### config.mk
export PLATFORM = sky130hd
export DESIGN_NAME = comp_window_filt
export DESIGN_NICKNAME = d
export VERILOG_FILES = /design/src/rtl/comp_window_filt_pkg.sv /design/src/rtl/comp_window_core.sv /design/src/rtl/comp_window_filt.sv
export SDC_FILE = /design/constraint.sdc
export NUM_CORES = 1
export LEC_CHECK = 0
export ABC_AREA = 1
export BUFFER_PORTS_ARGS = -buffer_cell sky130_fd_sc_hd__buf_4
export CORE_AREA = 2 2 95 97
export DETAILED_ROUTE_END_ITERATION = 10
export DIE_AREA = 0 0 97 99
export PLACE_DENSITY = 0.62
export SYNTH_ARGS = -nofsm -noshare
export SYNTH_HDL_FRONTEND = slang
export SYNTH_SLANG_ARGS = --single-unit
### constraint.sdc
create_clock -name clk -period 3 [get_ports clk]
set_input_delay 0.6 -clock clk [delete_from_list [all_inputs] [get_ports clk]]
set_output_delay 0.6 -clock clk [all_outputs]
set_load 0.1 [all_outputs]
### src/rtl/comp_window_filt_pkg.sv
// Shared class encoding for the windowed comparator and its persistence filter.
// Bit order {gt, aeq, eq, lt} follows the original comparator's port order.
package comp_window_filt_pkg;

   typedef logic [3:0] cls_t;

   localparam cls_t CLS_NONE = 4'b0000;
   localparam cls_t CLS_GT   = 4'b1000;
   localparam cls_t CLS_AEQ  = 4'b0100;
   localparam cls_t CLS_EQ   = 4'b0010;
   localparam cls_t CLS_LT   = 4'b0001;

endpackage

### src/rtl/comp_window_core.sv
// Combinational absolute difference and priority classifier (eq > aeq > gt > lt).
module comp_window_core
   import comp_window_filt_pkg::*;
#(
   parameter int W = 8
) (
   input  logic [W-1:0] a_i,
   input  logic [W-1:0] b_i,
   input  logic [W-1:0] tol_i,
   output logic [W-1:0] diff_o,
   output cls_t         cls_o
);

   logic [W-1:0] diff_s;

   // Subtract in whichever direction cannot wrap, then classify by priority.
   always_comb begin
      diff_s = {W{1'b0}};
      cls_o  = CLS_NONE;
      if (a_i >= b_i) begin
         diff_s = a_i - b_i;
      end else begin
         diff_s = b_i - a_i;
      end
      if (diff_s == {W{1'b0}}) begin
         cls_o = CLS_EQ;
      end else if (diff_s <= tol_i) begin
         cls_o = CLS_AEQ;
      end else if (a_i > b_i) begin
         cls_o = CLS_GT;
      end else begin
         cls_o = CLS_LT;
      end
   end

   assign diff_o = diff_s;

endmodule

### src/rtl/comp_window_filt.sv
// Two-stage windowed magnitude comparator with a persistence filter that only
// moves the stable class after PERSIST consecutive agreeing samples.
module comp_window_filt
   import comp_window_filt_pkg::*;
#(
   parameter  int W       = 8,
   parameter  int PERSIST = 3,
   localparam int CW      = $clog2(PERSIST + 1)
) (
   input  logic         clk,
   input  logic         rst,
   input  logic         in_valid,
   input  logic [W-1:0] a,
   input  logic [W-1:0] b,
   input  logic [W-1:0] tol,
   output logic         out_valid,
   output logic         gt,
   output logic         aeq,
   output logic         eq,
   output logic         lt,
   output logic [W-1:0] diff,
   output logic         st_valid,
   output logic         st_gt,
   output logic         st_aeq,
   output logic         st_eq,
   output logic         st_lt,
   output logic         st_chg
);

   localparam logic [CW-1:0] RUN_ONE  = CW'(1);
   localparam logic [CW-1:0] RUN_FULL = CW'(PERSIST);

   logic         s1_valid_q;
   logic [W-1:0] a_q, b_q, tol_q;
   logic [W-1:0] diff_s;
   cls_t         cls_s;

   logic         out_valid_q;
   cls_t         cls_q;
   logic [W-1:0] diff_q;

   cls_t         cand_q, cand_d;
   logic [CW-1:0] run_q, run_d;
   logic         st_valid_q, st_valid_d;
   cls_t         st_cls_q, st_cls_d;
   logic         st_chg_q, st_chg_d;

   // Stage 1: capture operands on each accepted sample.
   always_ff @(posedge clk) begin
      if (rst) begin
         s1_valid_q <= 1'b0;
         a_q        <= {W{1'b0}};
         b_q        <= {W{1'b0}};
         tol_q      <= {W{1'b0}};
      end else begin
         s1_valid_q <= in_valid;
         if (in_valid) begin
            a_q   <= a;
            b_q   <= b;
            tol_q <= tol;
         end
      end
   end

   comp_window_core #(.W(W)) u_core (
      .a_i    (a_q),
      .b_i    (b_q),
      .tol_i  (tol_q),
      .diff_o (diff_s),
      .cls_o  (cls_s)
   );

   // Stage 2: register class and difference; diff holds across idle cycles.
   always_ff @(posedge clk) begin
      if (rst) begin
         out_valid_q <= 1'b0;
         cls_q       <= CLS_NONE;
         diff_q      <= {W{1'b0}};
      end else begin
         out_valid_q <= s1_valid_q;
         if (s1_valid_q) begin
            cls_q  <= cls_s;
            diff_q <= diff_s;
         end else begin
            cls_q  <= CLS_NONE;
         end
      end
   end

   // Persistence filter: run length of the current candidate, commit on reaching PERSIST.
   always_comb begin
      cand_d     = cand_q;
      run_d      = run_q;
      st_valid_d = st_valid_q;
      st_cls_d   = st_cls_q;
      st_chg_d   = 1'b0;
      if (out_valid_q) begin
         if (cls_q == cand_q) begin
            if (run_q == RUN_FULL) begin
               run_d = run_q;
            end else begin
               run_d = run_q + RUN_ONE;
            end
         end else begin
            cand_d = cls_q;
            run_d  = RUN_ONE;
         end
         if ((run_d == RUN_FULL) && (!st_valid_q || (cand_d != st_cls_q))) begin
            st_cls_d   = cand_d;
            st_valid_d = 1'b1;
            st_chg_d   = 1'b1;
         end else begin
            st_chg_d   = 1'b0;
         end
      end else begin
         st_chg_d = 1'b0;
      end
   end

   // Filter state register.
   always_ff @(posedge clk) begin
      if (rst) begin
         cand_q     <= CLS_NONE;
         run_q      <= {CW{1'b0}};
         st_valid_q <= 1'b0;
         st_cls_q   <= CLS_NONE;
         st_chg_q   <= 1'b0;
      end else begin
         cand_q     <= cand_d;
         run_q      <= run_d;
         st_valid_q <= st_valid_d;
         st_cls_q   <= st_cls_d;
         st_chg_q   <= st_chg_d;
      end
   end

   assign out_valid = out_valid_q;
   assign gt        = cls_q[3];
   assign aeq       = cls_q[2];
   assign eq        = cls_q[1];
   assign lt        = cls_q[0];
   assign diff      = diff_q;
   assign st_valid  = st_valid_q;
   assign st_gt     = st_cls_q[3];
   assign st_aeq    = st_cls_q[2];
   assign st_eq     = st_cls_q[1];
   assign st_lt     = st_cls_q[0];
   assign st_chg    = st_chg_q;

endmodule

# After elaboration in Yosys (flattened, before gate mapping)
# Index checks and enable logic that the tools add are counted.
# Widths: inputs -> output; s select.
# word_totals
ff_bits	50
inputBits	27
word_cells	45
out_inout_bits	19
# op_classes
n_eq_ne	4
bitwise	2
addsub	3
magnitude_cmp	3
muxes	10
reduce_logical	9
# op_table
operator	n
$sub 8x8->8	2
$mux 4	3
$ge 8x8->1	1
$gt 8x8->1	1
$le 8x8->1	1
$logic_not 8->1	1
$mux 2	4
$mux 8	1
$eq 2x2->1 const B	2
$eq 4x4->1	1
$ne 4x4->1	1
$reduce_or 2->1	2
$reduce_or 4->1	1
$mux 3	1
$reduce_or 3->1	1
$add 2x1->2 const B	1
$not 1->1	2
$reduce_and 2->1	1
$logic_and 1x1->1	1
$logic_not 1->1	1
$logic_or 1x1->1	1
$mux 1	1

# Logic depth before layout (Yosys ltp)
# logic_depth
depth_word	7
mapped_depth	23
depth_no_buf	22

# Cells and area by module
# Synthesis repeated with hierarchy kept, for this count alone.
# unflattened
hier_cells	464
area_unflattened_um2	3076.7
# modules_own_cells
module	area_per_inst_um2	instances	cells_per_inst	seq_area_each_um2
comp_window_filt	1870.5	1	246	1001.0
comp_window_core	1206.2	1	218	0.0

# Worst setup path after synthesis
# Ideal clock, no wire load.
# synth_path
path_kind	reg-to-reg
from	reg a_q[0]
to	reg cls_q[0]
synth_period_minus_slack_ns	2.635
path_slack_ns	0.365
t_arrival_ns	2.571
n_path_buf	0
required_time_ns	2.936
setup_time_ns	0.064
stages_incl_launch_ff	22
path_cell_list	dfxtp_1 > inv_1 > ha_1 > inv_1 > fa_1 > nand3_2 > nand3_1 > nand2_1 > nand3_4 > inv_6 > nand2_1 > nand2_2 > inv_1 > ha_1 > nand2_1 > o21ai_0 > nand2_1 > o211ai_1 > nand2_1 > nor2_1 > nand2_2 > nor2_1
# synth_via
elab_chain_cells	4
elab_cells_between_ends	9
cone_classes	add/sub: 2; order compare: 3; mux: 2; reduce/logical: 2
# synth_rtl
element	line_no	source
from (decl)	comp_window_filt.sv:34	logic [W-1:0] a_q, b_q, tol_q;
from (signal assigned)	comp_window_filt.sv:52	a_q <= {W{1'b0}};
$sub 8x8->8, or another cell as far along	comp_window_core.sv:23	diff_s = b_i - a_i;
$mux 8 *	comp_window_core.sv:20	if (a_i >= b_i) begin
net diff_s[3]	comp_window_filt.sv:35	logic [W-1:0] diff_s;
$le 8x8->1 or $logic_not 8->1 (tied branches)	comp_window_core.sv:27, comp_window_core.sv:25	
$reduce_or 4->1 (no source line) *	n/a	
to (signal assigned)	comp_window_filt.sv:82	cls_q <= cls_s;
to (decl)	comp_window_filt.sv:39	cls_t cls_q;
# Mark *: on every way through the listed nets, which the timed path passes. The rest lies on a longest branch.
# A chain may end at the register's enable or synchronous reset.

# Worst setup path in the final report
# Same ends and word-level chain as after synthesis.

==> flow_summary.ini <==
[run_status]
status = completed

[layout]
nets = 509
multi_input_area_um2 = 1658
drive_gt1_share_pct = 20.52
fin_cells = 566
ff_latch_area_um2 = 1002
area_growth_pct = 21.25
num-fill-cells = 885
diodes = 0

[hold_path]
whs_path_depth = 2
min_from = b_q[7]$_SDFFE_PP0P_
min_to = b_q[7]$_SDFFE_PP0P_
min_path_type = register to register

[synth]
synth_top_cell_area_share_pct = 34.14
yosysWarningCount = 0
ys_ff_latch = 50
synth_area_leaders = dfxtp_1 (34%), ha_1 (9.8%), inv_1 (9.3%)
syn_nets = 465
synth_ff_type = dfxtp_1
ys_seq_area_share_pct = 34.14
ys_types = 28
yosys.cell_count.top_type = inv_1
synth_common_cells = inv_1 (73), nand2_1 (72), dfxtp_1 (50)
syn_inst = 413
syn_avg_cell_area_um2 = 7.098
syn-cell-area_um2 = 2932
synth_top_cell_by_area = dfxtp_1
async_flop_share_pct = 0
synth_edf_count = 0

[cts]
cts_root_buf = clkbuf_8
cts.path.max_buffers = 2
htreeDepth = 2
cts_buffers = 5
insertion_delay_ns = 0.32
cts_tree = yes
path_clk_slew_ns = 0.11
cts.sinks = 50
cts-hold-fix-buffers = 0

[routing]
drc = 0
finalWirelength_mm = 6.731
drt_iter0_drc = 129
postRouteAntennaNets = 0
avgRoutedWirePerCell_um = 11.89
vias = 2596
routed_via_density = 4.587
firstDrtPassIters = 4

[global_route]
grt_pass1_vias = 2561
grt_pass1_wl_mm = 11.78
grt_antenna_before_repair = 0
grt_start_max_net_pins = 33
grt_usage_pct = 14.66
grt.overflow.total = 0

[power_and_ir_drop]
ir_drop_mv = 0.2174
power.density_nw_per_um2 = 535.8
p_leak_nw = 1.726

[job]
cap_violations = 0

[sta]
fin_crit_ns = 2.749
fmax_mhz = 363.8
max_slew.worst_pin.slew_ns = 0.6496
hold_slack_ns = 0.4747
period_share_pct = 91.63
setup_viol = 0
hold_viol = 0
slew_violations = 0
relSlewSlack_pct = 56.64
skew_ns = 0.01473
fin_ws_ns = 0.2510
timing.setup.tns_ns = 0

[placed_design]
globalplace.congestion = 0.8775
dpl.hpwl_mm = 5.296
io_buffers = 45
place_worst_setup_slack_ns = 0.07088
dp.cells = 555

[critical_path]
r2r_slack_ns = 0.25
cpMaxStageDelayCell = fa_2
arrival_ns = 2.97
critical_path_class = register to register
start_kind = register
reg2reg_depth = 21
timing.rr.end = cls_q[0]$_SDFF_PP0_
path_cells = inv_1 -> ha_1 -> inv_1 -> fa_2 -> nand3_2 -> nand3_2 -> nand2_4 -> nand3_4 -> buf_4 -> nand2_1 -> nand2_2 -> inv_1 -> ha_1 -> a21oi_1 -> o21ai_1 -> nand2_1 -> o211ai_1 -> nand2_1 -> nor2_1 -> nand2_2 -> nor2_1
r2r-start = a_q[0]$_SDFFE_PP0P_
path_max_fanout = 4
cp-end-kind = register
slowest_delay_ns = 0.38
worst_ep_required_time_ns = 3.22

[floorplan]
start_util_pct = 34.28
io_pins = 46
die-height_um = 99
core_um2 = 8551
die_w_um = 97
die_area_um2 = 9603
num_rows = 34
==> layout by cell type (no fill, tap or decap), types with 5 or more instances in the layout <==
cell type   n
nand2_2    15
buf_4      50
xnor2_1     9
o21ai_0    41
clkbuf_8    5
dfxtp_1    49
a21oi_1    40
nand3_1    11
nor2_1     32
nand4_1     9
ha_1       18
inv_1      73
nand2_1    71
==> final cells by class <==
type	instances	share of cell area, %
Clock inverter	3	0.8096
Timing Repair Buffer	50	10.56
Tap cell	108	3.801
Clock buffer	5	1.936
Inverter	75	8.061
Sequential cell	50	28.19
Multi-Input combinational cell	275	46.64
==> worst max-delay path by stage <==
stage | endpoint | startpoint | slack (ns)
2_1_floorplan | cls_q[0]$_SDFF_PP0_ | a_q[0]$_SDFFE_PP0P_ | 0.36
3_3_place_gp | cls_q[0]$_SDFF_PP0_ | a_q[0]$_SDFFE_PP0P_ | 0.20
3_5_place_dp | cls_q[0]$_SDFF_PP0_ | a_q[0]$_SDFFE_PP0P_ | 0.07
4_1_cts | cls_q[0]$_SDFF_PP0_ | a_q[0]$_SDFFE_PP0P_ | 0.06
5_1_grt | cls_q[0]$_SDFF_PP0_ | a_q[0]$_SDFFE_PP0P_ | -0.03
6_report | cls_q[0]$_SDFF_PP0_ | a_q[0]$_SDFFE_PP0P_ | 0.25
==> worst max-delay path, delay by kind of cell (launching register included) <==
family / cells / cell delay, ns
AO/OA/AOI/OAI: 3 / 0.32
adder cells (fa/ha/maj): 3 / 0.77
buffers and inverters: 4 / 0.38
flip-flops: 1 / 0.32
AND/OR/NAND/NOR: 11 / 0.88
==> state kept, by name, summed over array words and instances, names as in the netlist <==
| signal | flops |
|---|---|
| b_q | 8 |
| run_q | 2 |
| s1_valid_q | 1 |
| out_valid | 1 |
| a_q | 8 |
| tol_q | 8 |
| cand_q | 4 |
| st_valid | 1 |
| st_cls_q | 4 |
| st_chg | 1 |
| diff | 8 |
| cls_q | 4 |
==> metal layers <==
metal	global-route usage, %	vias up	part of all wire (%)
met5	0	-	0
met4	4.225	0	1.3
met3	1.844	5	2.1
met2	25.00	33	48
met1	19.53	1168	48
li1	-	1390	-
==> stage by stage <==
stage	power (mW)	instance area (µm²)	util [%]
after detailed placement	1.457	3363	39.33
after global routing	2.053	3555	41.57
after global placement	1.452	3363	39.33
after CTS	1.884	3461	40.47
after floorplan	1.292	2932	-
final	1.905	3555	41.57
==> cell families (layout without fill, tap and decap cells) <==
group	after synthesis	in the layout	share of synthesized area (%)
simple gates	150	150	23.52
fa+ha+maj	25	25	11.18
buf+inv	88	133	11.69
compound gates	88	88	15.88
flops	50	50	34.14
xor+xnor	12	12	3.585
==> repair_timing <==
item	4_1_cts	5_1_grt
buffers inserted	0	3
setup endpoints to repair	0	3
resized for setup	0	16
==> power breakdown <==
part	leakage (nW)	switching [mW]	internal [mW]	total, mW
registers	0.412	0.0299	0.704	0.734
logic	1.26	0.481	0.262	0.743
clock network	0.0502	0.255	0.173	0.428
Note: power is estimated with default switching activity, not from simulation.
